File: src/rtl/rr_arbiter8.sv
// Eight-way round-robin arbiter with a registered grant index and a matching one-hot grant.
// Define ARB_TIMEOUT_EN to revoke a grant held for TIMEOUT_CYCLES cycles without release.
module rr_arbiter8 #(
    parameter int TIMEOUT_CYCLES = 16
) (
    input  logic       clk,
    input  logic       rst,
    input  logic [7:0] req,
    input  logic       done,
    output logic       grantValid,
    output logic [2:0] grantIdx,
    output logic [7:0] grantOneHot,
    output logic       timeoutEvt
);

    typedef enum logic {IDLE, GRANT} state_t;

    state_t     state_reg, state_next;
    logic [2:0] ptr_reg, ptr_next;
    logic       valid_reg, valid_next;
    logic [2:0] idx_reg, idx_next;
    logic [7:0] onehot_reg, onehot_next;
    logic       tevt_reg, tevt_next;

    logic [7:0] rot_req;
    logic [2:0] win_off;
    logic [2:0] winner;
    logic [7:0] win_onehot;
    logic       release_c;
    logic       timeout_hit;

    if (TIMEOUT_CYCLES < 2 || TIMEOUT_CYCLES > 65535) begin : g_bad_timeout
        $error("rr_arbiter8: TIMEOUT_CYCLES must be in 2..65535");
    end

    // rot_req[k] is the request sitting k places after the priority pointer.
    for (genvar gi = 0; gi < 8; gi++) begin : g_rot
        assign rot_req[gi] = req[3'(ptr_reg + 3'(gi))];
    end

    always_comb begin
        win_off = 3'd0;
        for (int i = 7; i >= 0; i--) begin
            if (rot_req[i]) begin
                win_off = 3'(i);
            end
        end
    end

    assign winner = ptr_reg + win_off;

    for (genvar gi = 0; gi < 8; gi++) begin : g_onehot
        assign win_onehot[gi] = (winner == 3'(gi));
    end

    assign release_c = done | ~req[idx_reg];

`ifdef ARB_TIMEOUT_EN
    logic [15:0] hold_cnt_reg;

    // Sits at zero in IDLE, so the first GRANT cycle always starts from zero.
    always_ff @(posedge clk) begin
        if (rst || state_reg == IDLE) begin
            hold_cnt_reg <= 16'd0;
        end else begin
            hold_cnt_reg <= hold_cnt_reg + 16'd1;
        end
    end

    assign timeout_hit = (state_reg == GRANT) && (hold_cnt_reg == 16'(TIMEOUT_CYCLES - 1));
`else
    assign timeout_hit = 1'b0;
`endif

    always_comb begin
        state_next  = state_reg;
        ptr_next    = ptr_reg;
        valid_next  = valid_reg;
        idx_next    = idx_reg;
        onehot_next = onehot_reg;
        tevt_next   = 1'b0;
        case (state_reg)
            IDLE: begin
                if (|req) begin
                    state_next  = GRANT;
                    valid_next  = 1'b1;
                    idx_next    = winner;
                    onehot_next = win_onehot;
                end
            end
            GRANT: begin
                if (release_c || timeout_hit) begin
                    state_next  = IDLE;
                    valid_next  = 1'b0;
                    idx_next    = 3'd0;
                    onehot_next = 8'h00;
                    ptr_next    = idx_reg + 3'd1;
                    // A normal release on the terminal count is not reported as a timeout.
                    tevt_next   = timeout_hit & ~release_c;
                end
            end
            default: state_next = IDLE;
        endcase
    end

    always_ff @(posedge clk) begin
        if (rst) begin
            state_reg  <= IDLE;
            ptr_reg    <= 3'd0;
            valid_reg  <= 1'b0;
            idx_reg    <= 3'd0;
            onehot_reg <= 8'h00;
            tevt_reg   <= 1'b0;
        end else begin
            state_reg  <= state_next;
            ptr_reg    <= ptr_next;
            valid_reg  <= valid_next;
            idx_reg    <= idx_next;
            onehot_reg <= onehot_next;
            tevt_reg   <= tevt_next;
        end
    end

    assign grantValid  = valid_reg;
    assign grantIdx    = idx_reg;
    assign grantOneHot = onehot_reg;
    assign timeoutEvt  = tevt_reg;

endmodule

File: config.mk
export PLATFORM = sky130hd
export DESIGN_NAME = rr_arbiter8
export DESIGN_NICKNAME = d
export VERILOG_FILES = /design/src/rtl/rr_arbiter8.sv
export SDC_FILE = /design/constraint.sdc
export NUM_CORES = 1
export LEC_CHECK = 0
export BUFFER_PORTS_ARGS = -buffer_cell sky130_fd_sc_hd__buf_2
export CORE_UTILIZATION = 44
export DETAILED_ROUTE_END_ITERATION = 8
export GPL_TIMING_DRIVEN = 0
export MAX_ROUTING_LAYER = met4
export PLACE_DENSITY_LB_ADDON = 0.05
export SKIP_CTS_REPAIR_TIMING = 1
export SLEW_MARGIN = 40
export SYNTH_ARGS = -nofsm -noshare
export SYNTH_HDL_FRONTEND = slang
export SYNTH_SLANG_ARGS = --single-unit
File: constraint.sdc
create_clock -name clk -period 6.5 [get_ports clk]
set_input_delay 0.975 -clock clk [delete_from_list [all_inputs] [get_ports clk]]
set_output_delay 0.975 -clock clk [all_outputs]
set_load 0.01 [all_outputs]
### After elaboration in Yosys (flattened, before gate mapping)

Index checks and enable logic that the tools add are counted.

* register bits after elaboration: 16
* input bits: 11
* word-level logic and storage cells: 77

* add/sub/neg operators: 9
* bitwise operators: 3
* mux-type cells: 38
* $lt $le $gt $ge: 9
* equal/unequal tests: 9
* reductions and logical operators: 4

Operators with widths (count)
* $lt A3 B4 Y1 const B: 9
* $mux W3: 10
* $bmux W1 S3: 9
* $mux W8: 2
* $pmux W8 S2: 1
* $mux W1: 13
* $add A3 B3 Y3 const B: 4
* $eq A3 B3 Y1 const B: 4
* $reduce_or A8 Y1: 1
* $add A3 B1 Y3 const B: 2
* $add A3 B2 Y3 const B: 2
* $eq A3 B2 Y1 const B: 2
* $pmux W3 S2: 1
* $pmux W1 S2: 2
* $reduce_and A2 Y1: 2
* $add A3 B3 Y3: 1
* $eq A3 B1 Y1 const B: 1
* $logic_not A3 Y1: 1
* $ne A2 B1 Y1 const B: 1
* $ne A2 B2 Y1 const B: 1
* $not A1 Y1: 2
* $or A1 B1 Y1: 1

### Longest topological paths before layout

Gate-level depths: netlist of the first run.

* depth after elaboration: 15
* gate-level depth with buffers: 17

### Worst setup path before layout of the first run

Ideal clock, no wire load.

* path type: input port to flip-flop
* start: in req[2]
* end: reg onehot_reg[4], in the netlist grantOneHot[4]
* data required time: 6.383 ns
* arrival: 3.511 ns
* library setup time: 0.117 ns
* buffers on the path: 0
* cell stages on the path: 13
* path slack: 2.872 ns
* path through: mux4_1 mux2_2 nor3_1 o22ai_1 o31ai_1 a21oi_1 a211oi_1 ha_1 inv_1 fa_1 xnor2_1 xnor2_2 a32o_1

* cells in the longest elaborated chain, start to end: 14

RTL lines
* from (decl): RTL line 8 `input logic [7:0] req,`
* $bmux W1 S3: RTL line 38 `assign rot_req[gi] = req[3'(ptr_reg + 3'(gi))];`
* $mux W1 (not written as such): RTL line 38
* $mux W3 (8 in a row): RTL line 44 `if (rot_req[i]) begin`
* $add A3 B3 Y3: RTL line 50 `assign winner = ptr_reg + win_off;`
* $eq A3 B3 Y1: RTL line 53 `assign win_onehot[gi] = (winner == 3'(gi));`
* $mux W8: RTL line 84 `if (|req) begin`
* $pmux W8 S2: RTL line 82 `case (state_reg)`
* to (signal assigned): RTL line 119 `onehot_reg <= onehot_next;`
* to (decl): RTL line 22 `logic [7:0] onehot_reg, onehot_next;`

Several ways; a longest one is shown, not always the timed one. The select of a mux whose other input is x is not followed.
A chain may end at the register's enable or synchronous reset.

### Worst setup path in the final report of the first run

* start: reg ptr_reg[1]
* end: reg onehot_reg[5], in the netlist grantOneHot[5]

* cells in the longest elaborated chain, start to end: 15

RTL lines
* from (decl): RTL line 19 `logic [2:0] ptr_reg, ptr_next;`
* from (signal assigned): RTL line 116 `ptr_reg <= ptr_next;`
* $add A3 B3 Y3: RTL line 38
* $bmux W1 S3: RTL line 38
* $mux W1 (not written as such): RTL line 38
* $mux W3 (8 in a row): RTL line 44
* $add A3 B3 Y3 *: RTL line 50
* $eq A3 B3 Y1 *: RTL line 53
* $mux W8 *: RTL line 84
* $pmux W8 S2 *: RTL line 82

Every way passes the cells marked *; elsewhere a longest branch is shown, timed or not. The select of a mux whose other input is x is not followed.

==> results of run 1 <==
-- per-stage QoR --
stage / power [mW] / std cells / utilization [%]
2_1_floorplan: 0.296 / 132 / -
3_3_place_gp: 0.339 / 184 / 52.9
3_5_place_dp: 0.345 / 184 / 52.9
4_1_cts: 0.396 / 187 / 53.6
5_1_grt: 0.427 / 187 / 53.6
6_report: 0.393 / 187 / 53.6
-- area by class of cell --
class / count / area, sq um
fill: 280 / 1310
multi-input combinational: 106 / 975
sequential: 16 / 320
timing repair buffer: 21 / 105
buffer: 7 / 45.0
tap: 31 / 38.8
clock buffer: 3 / 22.5
inverter: 3 / 11.3
-- cells in the final DEF, fill, tap and decap left out, drive strengths merged, types with 2 or more instances in the layout --
cell | synthesis | layout
buf | 5 | 26
nand2 | 19 | 19
dfxtp | 16 | 16
mux4 | 12 | 12
mux2i | 8 | 8
nor2 | 8 | 8
o21ai | 6 | 6
nor2b | 6 | 6
a21oi | 5 | 5
clkbuf | 2 | 5
nand2b | 4 | 4
a32o | 4 | 4
ha | 4 | 4
xnor2 | 4 | 4
inv | 3 | 3
mux2 | 3 | 3
nor4 | 2 | 2
and2 | 2 | 2
o21a | 2 | 2
xor2 | 2 | 2
a211oi | 2 | 2
-- kinds of logic after synthesis --
kind of cell | count (synthesis) | synth area share, %
xor gates and xnor gates | 6 | 5.83
DFF | 16 | 23.7
AOI/OAI and AO/OA | 25 | 14.1
adders and majority gates | 5 | 5.19
muxes | 23 | 29.8
buffers and inverters | 10 | 4.17
and+or+nand+nor | 46 | 16.9
other | 1 | 0.278
-- critical path, stage by stage (launching register included) --
cell      delay [ps]
dfxtp_1          340
clkbuf_1         400
inv_1            170
ha_1             300
buf_4            170
mux2i_1          180
nand2_1          100
nand2_1           60
mux2_2           260
o31ai_1          230
a21oi_1          100
a211oi_1         240
ha_1             180
inv_1             50
fa_1             370
xnor2_1          160
xnor2_2          350
a32o_1           230
-- worst max-delay path by stage --
stage | cells after the start | slack [ps] | to | start
2_1_floorplan | 13 | 2870 | grantOneHot[4]$_SDFFE_PP0P_ | req[2]
3_3_place_gp | 14 | 2540 | grantOneHot[4]$_SDFFE_PP0P_ | req[3]
5_1_grt | 17 | 2120 | grantOneHot[1]$_SDFFE_PP0P_ | ptr_reg[1]$_SDFFE_PP0P_
4_1_cts | 17 | 2570 | grantOneHot[5]$_SDFFE_PP0P_ | ptr_reg[1]$_SDFFE_PP0P_
6_report | 17 | 2560 | grantOneHot[5]$_SDFFE_PP0P_ | ptr_reg[1]$_SDFFE_PP0P_
3_5_place_dp | 14 | 2490 | grantOneHot[4]$_SDFFE_PP0P_ | req[3]
-- metal layers --
metal  track usage, %  wire [um]  part of all wire, %
met5                -          0                    0
met2             31.1       1310                   47
met1             26.6       1380                   49
met3             4.76        122                  4.3
met4             2.09          2                0.071
-- where the power goes --
| group | switching, mW | internal (mW) |
|---|---|---|
| combinational | 0.113 | 0.104 |
| clock | 0.0293 | 0.0215 |
| sequential | 0.0128 | 0.113 |
==> flow_metrics.py, run 1 <==
metrics = {
    "timing": {
        "layout_setup_ws_ps": 2560,
        "fmax_mhz": 254,
        "whs_ps": 455,
        "final_max_slew_viol_count": 0,
        "grt_setup_unrepaired": "no",
        "worst_slew_pin_slew_ps": 587,
        "hold_violations": 0,
        "setup_tns_ps": 0,
        "setup_viol": 0,
        "finalCriticalPeriod_ps": 3940,
        "min_period_over_period_pct": 60.6,
        "relSlewSlack_pct": 60.7,
        "skew_ps": 1.15,
    },
    "setup_path": {
        "crit_fanout": 9,
        "arrival_ps": 4170,
        "crit_path_end_kind": "flip-flop",
        "crit_path_start_kind": "flip-flop",
        "rrSetupSlack_ps": 2560,
        "worstReg2RegStart": "ptr_reg[1]$_SDFFE_PP0P_",
        "r2r_cells": 17,
        "crit_required_ps": 6730,
        "r2r_end": "grantOneHot[5]$_SDFFE_PP0P_",
        "path_class": "reg2reg",
    },
    "finish": {
        "stdcell_area_sq_um": 1520,
        "diodes": 0,
        "drive_above_1_share_pct": 28.8,
        "nets": 174,
        "largest_register_ffs": 8,
        "area_growth_pct": 12.3,
    },
    "grt": {
        "grt_pass1_vias": 1071,
        "grt_max_degree": 11,
        "grtUsageTotal_pct": 19.7,
        "gr-total-overflow": 0,
        "grt_pass1_wl_um": 4880,
        "antenna_found_initial": 0,
    },
    "synthesis": {
        "yosys-top-cells-count": "nand2_1 (19), dfxtp_1 (16), mux2i_1 (8), nor2_1 (8), mux4_2 (7)",
        "synth_largest_area_cell": "dfxtp_1",
        "yosysMostFrequentCell": "nand2_1",
        "synth-async-reset-ratio_pct": 0,
        "synth-seq-cells": 16,
        "netlist_area_sq_um": 1350,
        "syn_area_per_cell_sq_um": 10.2,
        "synth-edff-count": 0,
        "synthTopCellsByArea": "dfxtp_1 (24%), mux4_2 (12%), mux4_1 (9.7%), mux2i_1 (5.9%), nand2_1 (5.3%)",
        "synth_flop_cell": "dfxtp_1",
        "yosysWarningCount": 0,
        "synth-seq-area-share_pct": 23.7,
        "netlist_instances": 132,
        "ys_types": 43,
        "syn_nets": 148,
        "synth_top_area_share_pct": 23.7,
    },
    "clocking": {
        "root_buffer": "clkbuf_4",
        "worstSkewPairLatency_ps": 280,
        "cts_tree": "yes",
        "cts_buffers": 3,
        "cts_buffer_depth": 2,
        "cts.sinks": 16,
        "htreeDepth": 1,
        "clk_pin_slew_worst_paths_ps": 80,
    },
    "placed_design": {
        "port_buffers": 21,
        "dp_hpwl_um": 2160,
        "place_congestion": 0.837,
        "pre_cts_slack_ps": 2490,
        "place_area_sq_um": 1500,
    },
    "floorplan": {
        "core-area_sq_um": 2830,
        "start_util_pct": 47.8,
        "rows": 19,
        "die_height_um": 57.4,
        "dieArea_sq_um": 3300,
        "io_pins": 24,
        "dieWidth_um": 57.4,
    },
    "min_path": {
        "whs_endpoint": "grantOneHot[1]$_SDFFE_PP0P_",
        "holdPathStages": 2,
        "worstHoldStart": "grantOneHot[1]$_SDFFE_PP0P_",
        "hold_class": "reg2reg",
    },
    "power": {
        "p_leak_nw": 0.611,
        "pwr_density_cell_nw_per_um2": 259,
        "vdd_drop_max_v": 0.000168,
    },
    "route": {
        "drc_errors": 0,
        "totalWireLength_um": 2810,
        "vias_per_cell": 5.95,
        "drt_iter0_drc": 35,
        "num_vias": 1112,
        "first_pass_iters": 5,
        "wl_per_cell_um": 15.0,
        "antenna_left": 0,
    },
    "outcome": {
        "status": "finished, final reports clean",
    },
    "flow_run": {
        "drv_cap": 0,
    },
}
Note: power is estimated with default switching activity, not from simulation.
==> run 2: changes to the inputs <==
Settings changed: ABC_AREA from default to 1.
Clock period 6.5 ns to 4 ns, I/O delays scaled along.
==> run 2 against run 1 <==
Effect of this change: flip-flop and latch count is the same; sequential power grew 94%; die area decreased by 1.7%; global-route usage rose by 1.0 points; register-to-register slack got worse by 1900 ps; hold slack improved by 9.9 ps; routed wire length increased by 5.2%; clock power increased by 110%; cell count is 41% higher; total power increased to 2.9 times the previous value; largest power group unchanged; highest routed layer unchanged.
==> flow_metrics.py, run 2 <==
metrics = {
    "floorplan": {
        "dieWidth_um": 56.9,
        "dieArea_sq_um": 3240,
        "die_height_um": 56.9,
        "rows": 19,
        "core-area_sq_um": 2810,
        "start_util_pct": 47.3,
        "io_pins": 24,
    },
    "grt": {
        "grt_pass1_wl_um": 5240,
        "grt_pass1_vias": 1233,
        "grtUsageTotal_pct": 20.7,
        "gr-total-overflow": 0,
        "grt_max_degree": 11,
        "antenna_found_initial": 0,
    },
    "min_path": {
        "holdPathStages": 2,
        "whs_endpoint": "grantOneHot[3]$_SDFFE_PP0P_",
        "worstHoldStart": "grantOneHot[3]$_SDFFE_PP0P_",
        "hold_class": "reg2reg",
    },
    "finish": {
        "mostFrequentLayoutCells": "nand2_1 (67), nand3_1 (22), buf_2 (22)",
        "drive_above_1_share_pct": 26.7,
        "fin_util_pct": 53.9,
        "stdcell_count": 263,
        "diodes": 0,
        "final_common_cell": "nand2_1",
        "n_fill_cell": 282,
        "largest_register_ffs": 8,
        "area_growth_pct": 13.9,
        "nets": 249,
    },
    "clocking": {
        "root_buffer": "clkbuf_4",
        "clk_pin_slew_worst_paths_ps": 90,
        "cts_buffers": 3,
        "cts_tree": "yes",
        "worstSkewPairLatency_ps": 290,
        "cts_buffer_depth": 2,
        "htreeDepth": 1,
        "cts.sinks": 16,
    },
    "timing": {
        "grt_setup_unrepaired": "no",
        "skew_ps": 1.40,
        "fmax_mhz": 299,
        "setup_tns_ps": 0,
        "finalCriticalPeriod_ps": 3350,
        "min_period_over_period_pct": 83.7,
        "final_max_slew_viol_count": 0,
        "hold_violations": 0,
        "whs_ps": 465,
        "setup_viol": 0,
    },
    "setup_path": {
        "path_class": "reg2reg",
        "cp_top_family": "adder cells",
        "crit_slowest_cell": "fa_1",
        "rrSetupSlack_ps": 650,
        "path_depth": 18,
        "worstReg2RegStart": "ptr_reg[0]$_SDFFE_PP0P_",
        "crit_path_end_kind": "flip-flop",
        "worst-path-buf-inv": 5,
        "arrival_ps": 3570,
        "r2r_end": "grantOneHot[0]$_SDFFE_PP0P_",
        "crit_required_ps": 4220,
        "crit_fanout": 10,
        "path_cells": "buf_6, inv_6, ha_1, inv_1, nand3_1, nand3_1, nand2_1, a31oi_1, o21ai_0, nand2_1, a21boi_0, ha_1, inv_1, fa_1, inv_1, nor4_1, nand2_1, a21oi_1",
        "r2r_cells": 18,
        "crit_path_start_kind": "flip-flop",
        "cpPeakStageDelay_ps": 510,
    },
    "power": {
        "pwr_density_cell_nw_per_um2": 751,
        "p_leak_nw": 0.725,
        "power.total_mw": 1.14,
        "vdd_drop_max_v": 0.000433,
    },
    "route": {
        "drc_errors": 0,
        "vias_per_cell": 5.21,
        "wl_per_cell_um": 11.3,
        "drt_iter0_drc": 85,
        "totalWireLength_um": 2960,
        "num_vias": 1370,
        "antenna_left": 0,
        "first_pass_iters": 4,
    },
    "placed_design": {
        "port_buffers": 22,
        "place_inst": 259,
        "place_congestion": 0.834,
        "dp_hpwl_um": 2480,
    },
    "synthesis": {
        "synth_flop_cell": "dfxtp_1",
        "yosys-top-cells-count": "nand2_1 (67), nand3_1 (22), dfxtp_1 (16)",
        "synth_top_area_share_pct": 24.1,
        "synth-seq-cells": 16,
        "synth_largest_area_cell": "dfxtp_1",
        "syn_area_per_cell_sq_um": 6.44,
        "syn_nets": 222,
        "synth-seq-area-share_pct": 24.1,
        "yosysMostFrequentCell": "nand2_1",
        "ys_types": 33,
        "synth-edff-count": 0,
        "synth-async-reset-ratio_pct": 0,
        "yosysWarningCount": 0,
        "netlist_area_sq_um": 1330,
        "netlist_instances": 206,
        "synthTopCellsByArea": "dfxtp_1 (24%), nand2_1 (19%), nand3_1 (8.3%), nand2_2 (6.1%), a21oi_1 (4.1%)",
    },
    "outcome": {
        "status": "finished, final reports clean",
    },
    "flow_run": {
        "drv_cap": 0,
    },
}
-- run 2: cell count changes after synthesis, moves of 5 or more --
cell / delta
nand2_1: +48
a21oi_1: +6
nand2_2: +13
inv_1: +10
mux4_2: -7
mux4_1: -5
mux2i_1: -8
nand3_1: +21
-- run 2: how the worst max path moves through the flow --
stage / start / endpoint / slack, ps
floorplan: ptr_reg[0]$_SDFFE_PP0P_ / grantIdx[2]$_SDFFE_PP0P_ / 1080
global placement: ptr_reg[0]$_SDFFE_PP0P_ / grantOneHot[6]$_SDFFE_PP0P_ / 770
detailed placement: ptr_reg[0]$_SDFFE_PP0P_ / grantOneHot[6]$_SDFFE_PP0P_ / 680
CTS: ptr_reg[0]$_SDFFE_PP0P_ / grantOneHot[6]$_SDFFE_PP0P_ / 680
global route: ptr_reg[0]$_SDFFE_PP0P_ / grantOneHot[5]$_SDFFE_PP0P_ / 330
finish: ptr_reg[0]$_SDFFE_PP0P_ / grantOneHot[0]$_SDFFE_PP0P_ / 650
-- run 2: tightest hold or removal path, stage by stage (launching register included) --
cell,delay (ps)
dfxtp_1,320
nand2_1,60
a21oi_1,50
-- run 2: report_power, final --
group,internal (mW),leakage (nW),switching [mW]
Combinational,0.290,0.573,0.494
Sequential,0.210,0.131,0.0351
Clock,0.0554,0.0210,0.0518
-- run 2: cell type report --
type                            count  area, sq um  share of cell area, %
Sequential cell                    16          320                   21.2
Clock buffer                        4         36.3                   2.40
Multi-Input combinational cell    166          887                   58.6
Timing Repair Buffer               22          110                   7.28
Inverter                           17         70.1                   4.63
Tap cell                           31         38.8                   2.56
Buffer                              7         50.0                   3.31
-- run 2: stage by stage --
step | cell area (sq um) | setup WS [ps]
global placement | 1480 | 771
detailed placement | 1480 | 681
finish | 1510 | 653
global route | 1510 | 332
floorplan | 1330 | 1080
CTS | 1510 | 676
-- run 2: logic make-up after synthesis --
| logic type | after synthesis | share of synthesized area [%] |
|---|---|---|
| buf+inv | 24 | 9.05 |
| other cells | 1 | 0.282 |
| flops | 16 | 24.1 |
| compound gates | 28 | 12.9 |
| xor+xnor | 6 | 3.96 |
| simple gates | 126 | 44.4 |
| fa+ha+maj | 5 | 5.28 |
-- run 2: per-layer routing --
metal | wire length, um | share of wire (%) | up-vias | global-route usage [%]
met3 | 83 | 2.8 | 5 | 3.17
met4 | 35 | 1.2 | 0 | 6.97
li1 | - | - | 718 | -
met2 | 1330 | 45 | 29 | 31.9
met5 | 0 | 0 | - | -
met1 | 1510 | 51 | 618 | 27.6
==> run 3: changes to the inputs <==
Clock period 4 ns to 3.1 ns, I/O delays scaled along.
==> run 3 against run 2 <==
Effect of this change: setup slack worse by 490 ps; global-route usage unchanged; via count up 1.3%; register-to-register slack worse by 490 ps; clock-buffer cell count unchanged; combinational power up 49%; utilization up 3.3 points; first-iteration DRC count down 25%; total power up 43%; critical path type unchanged.
==> flow_metrics.py, run 3 (synthesis results as in run 2) <==
metrics = {
    "clocking": {
        "cts_buffers": 3,
        "clk_pin_slew_worst_paths_ps": 90,
        "root_buffer": "clkbuf_4",
        "worstSkewPairLatency_ps": 290,
        "cts.sinks": 16,
        "cts_buffer_depth": 2,
        "htreeDepth": 1,
        "cts_tree": "yes",
    },
    "timing": {
        "final_max_slew_viol_count": 0,
        "worst_slew_pin_slew_ps": 591,
        "setup_viol": 0,
        "hold_violations": 0,
        "min_period_over_period_pct": 94.6,
        "skew_ps": 3.75,
        "relSlewSlack_pct": 60.3,
        "finalCriticalPeriod_ps": 2930,
        "fmax_mhz": 341,
    },
    "grt": {
        "grtUsageTotal_pct": 20.7,
        "gr-total-overflow": 0,
        "grt_pass1_wl_um": 5240,
        "antenna_found_initial": 0,
        "grt_pass1_vias": 1233,
        "grt_max_degree": 11,
    },
    "min_path": {
        "hold_class": "in2reg",
        "holdPathStages": 2,
    },
    "finish": {
        "final_common_cell": "nand2_1",
        "diodes": 0,
        "mostFrequentLayoutCells": "nand2_1 (64), buf_2 (22), nand3_1 (20)",
        "drive_above_1_share_pct": 33.6,
        "nets": 252,
        "stdcell_count": 266,
        "largest_register_ffs": 8,
        "area_growth_pct": 20.8,
    },
    "placed_design": {
        "place_inst": 259,
        "port_buffers": 22,
        "dp_hpwl_um": 2480,
        "place_congestion": 0.834,
    },
    "route": {
        "drc_errors": 0,
        "drt_iter0_drc": 64,
        "vias_per_cell": 5.22,
        "wl_per_cell_um": 11.8,
        "totalWireLength_um": 3150,
        "first_pass_iters": 4,
        "num_vias": 1388,
        "antenna_left": 0,
    },
    "setup_path": {
        "crit_fanout": 10,
        "crit_required_ps": 3330,
        "crit_path_end_kind": "flip-flop",
        "arrival_ps": 3160,
        "r2r_cells": 18,
        "path_class": "reg2reg",
        "crit_path_start_kind": "flip-flop",
    },
    "flow_run": {
        "drv_cap": 0,
    },
    "floorplan": {
        "die_height_um": 56.9,
        "start_util_pct": 47.3,
        "rows": 19,
        "core-area_sq_um": 2810,
        "dieArea_sq_um": 3240,
        "io_pins": 24,
        "dieWidth_um": 56.9,
    },
    "power": {
        "vdd_drop_max_v": 0.000588,
        "p_leak_nw": 0.754,
        "power.total_mw": 1.62,
        "pwr_density_cell_nw_per_um2": 1010,
    },
    "outcome": {
        "status": "finished, final reports clean",
    },
}
## run 3: layout make-up
type	instances	area [sq um]
fillers	273	1200
flip-flops and latches	16	323
well taps	31	38.8
plain buffers	7	53.8
clock buffers	4	36.3
inverters	17	73.8
multi-input cells	166	946
repair buffers	25	133
## run 3: worst max-delay path: stages, from the launching register on
cell and delay (ps):
dfxtp_2 340, buf_6 120, inv_6 60, ha_4 290
inv_2 60, nand3_2 90, nand3_1 90, nand2_2 110
a31oi_1 80, o21ai_1 150, nand2_1 80, a21boi_2 130
ha_1 150, inv_1 50, fa_2 550, inv_2 70
nor4_4 250, nand2_1 80, a21oi_1 130
## run 3: through the flow
step / setup TNS, ps / cell area [sq um] / worst slack [ps] / hold WS, ps / utilization, %
finish: 0 / 1600 / 166 / 349 / 57.2
detailed placement: -1560 / 1480 / -219 / 456 / 52.6
CTS: -1630 / 1510 / -224 / 346 / 53.9
global route: -23.8 / 1600 / -21.9 / 353 / 57.2
global placement: -743 / 1480 / -129 / 447 / 52.6
floorplan: 0 / 1330 / 183 / 470 / -
## run 3: power breakdown
part | total [mW] | internal (mW) | switching (mW)
Combinational | 1.17 | 0.457 | 0.710
Sequential | 0.318 | 0.272 | 0.0459
Clock | 0.139 | 0.0716 | 0.0673
## run 3: final timing paths
| path | from | endpoint | slack, ps |
|---|---|---|---|
| worst max-delay path | ptr_reg[0]$_SDFFE_PP0P_ | grantOneHot[0]$_SDFFE_PP0P_ | 170 |
| worst min-delay path | rst | grantOneHot[5]$_SDFFE_PP0P_ | 350 |
| worst max register to register | ptr_reg[0]$_SDFFE_PP0P_ | grantOneHot[0]$_SDFFE_PP0P_ | 170 |
| worst min register to register | grantOneHot[0]$_SDFFE_PP0P_ | grantOneHot[0]$_SDFFE_PP0P_ | 460 |
## run 3: layer usage
metal / track usage (%) / vias up / routed length (um) / part of all wire (%)
met3: 3.17 / 5 / 122 / 3.9
li1: - / 723 / - / -
met4: 6.97 / 0 / 35 / 1.1
met1: 27.6 / 619 / 1520 / 48
met2: 31.9 / 41 / 1470 / 47
met5: - / - / 0 / 0
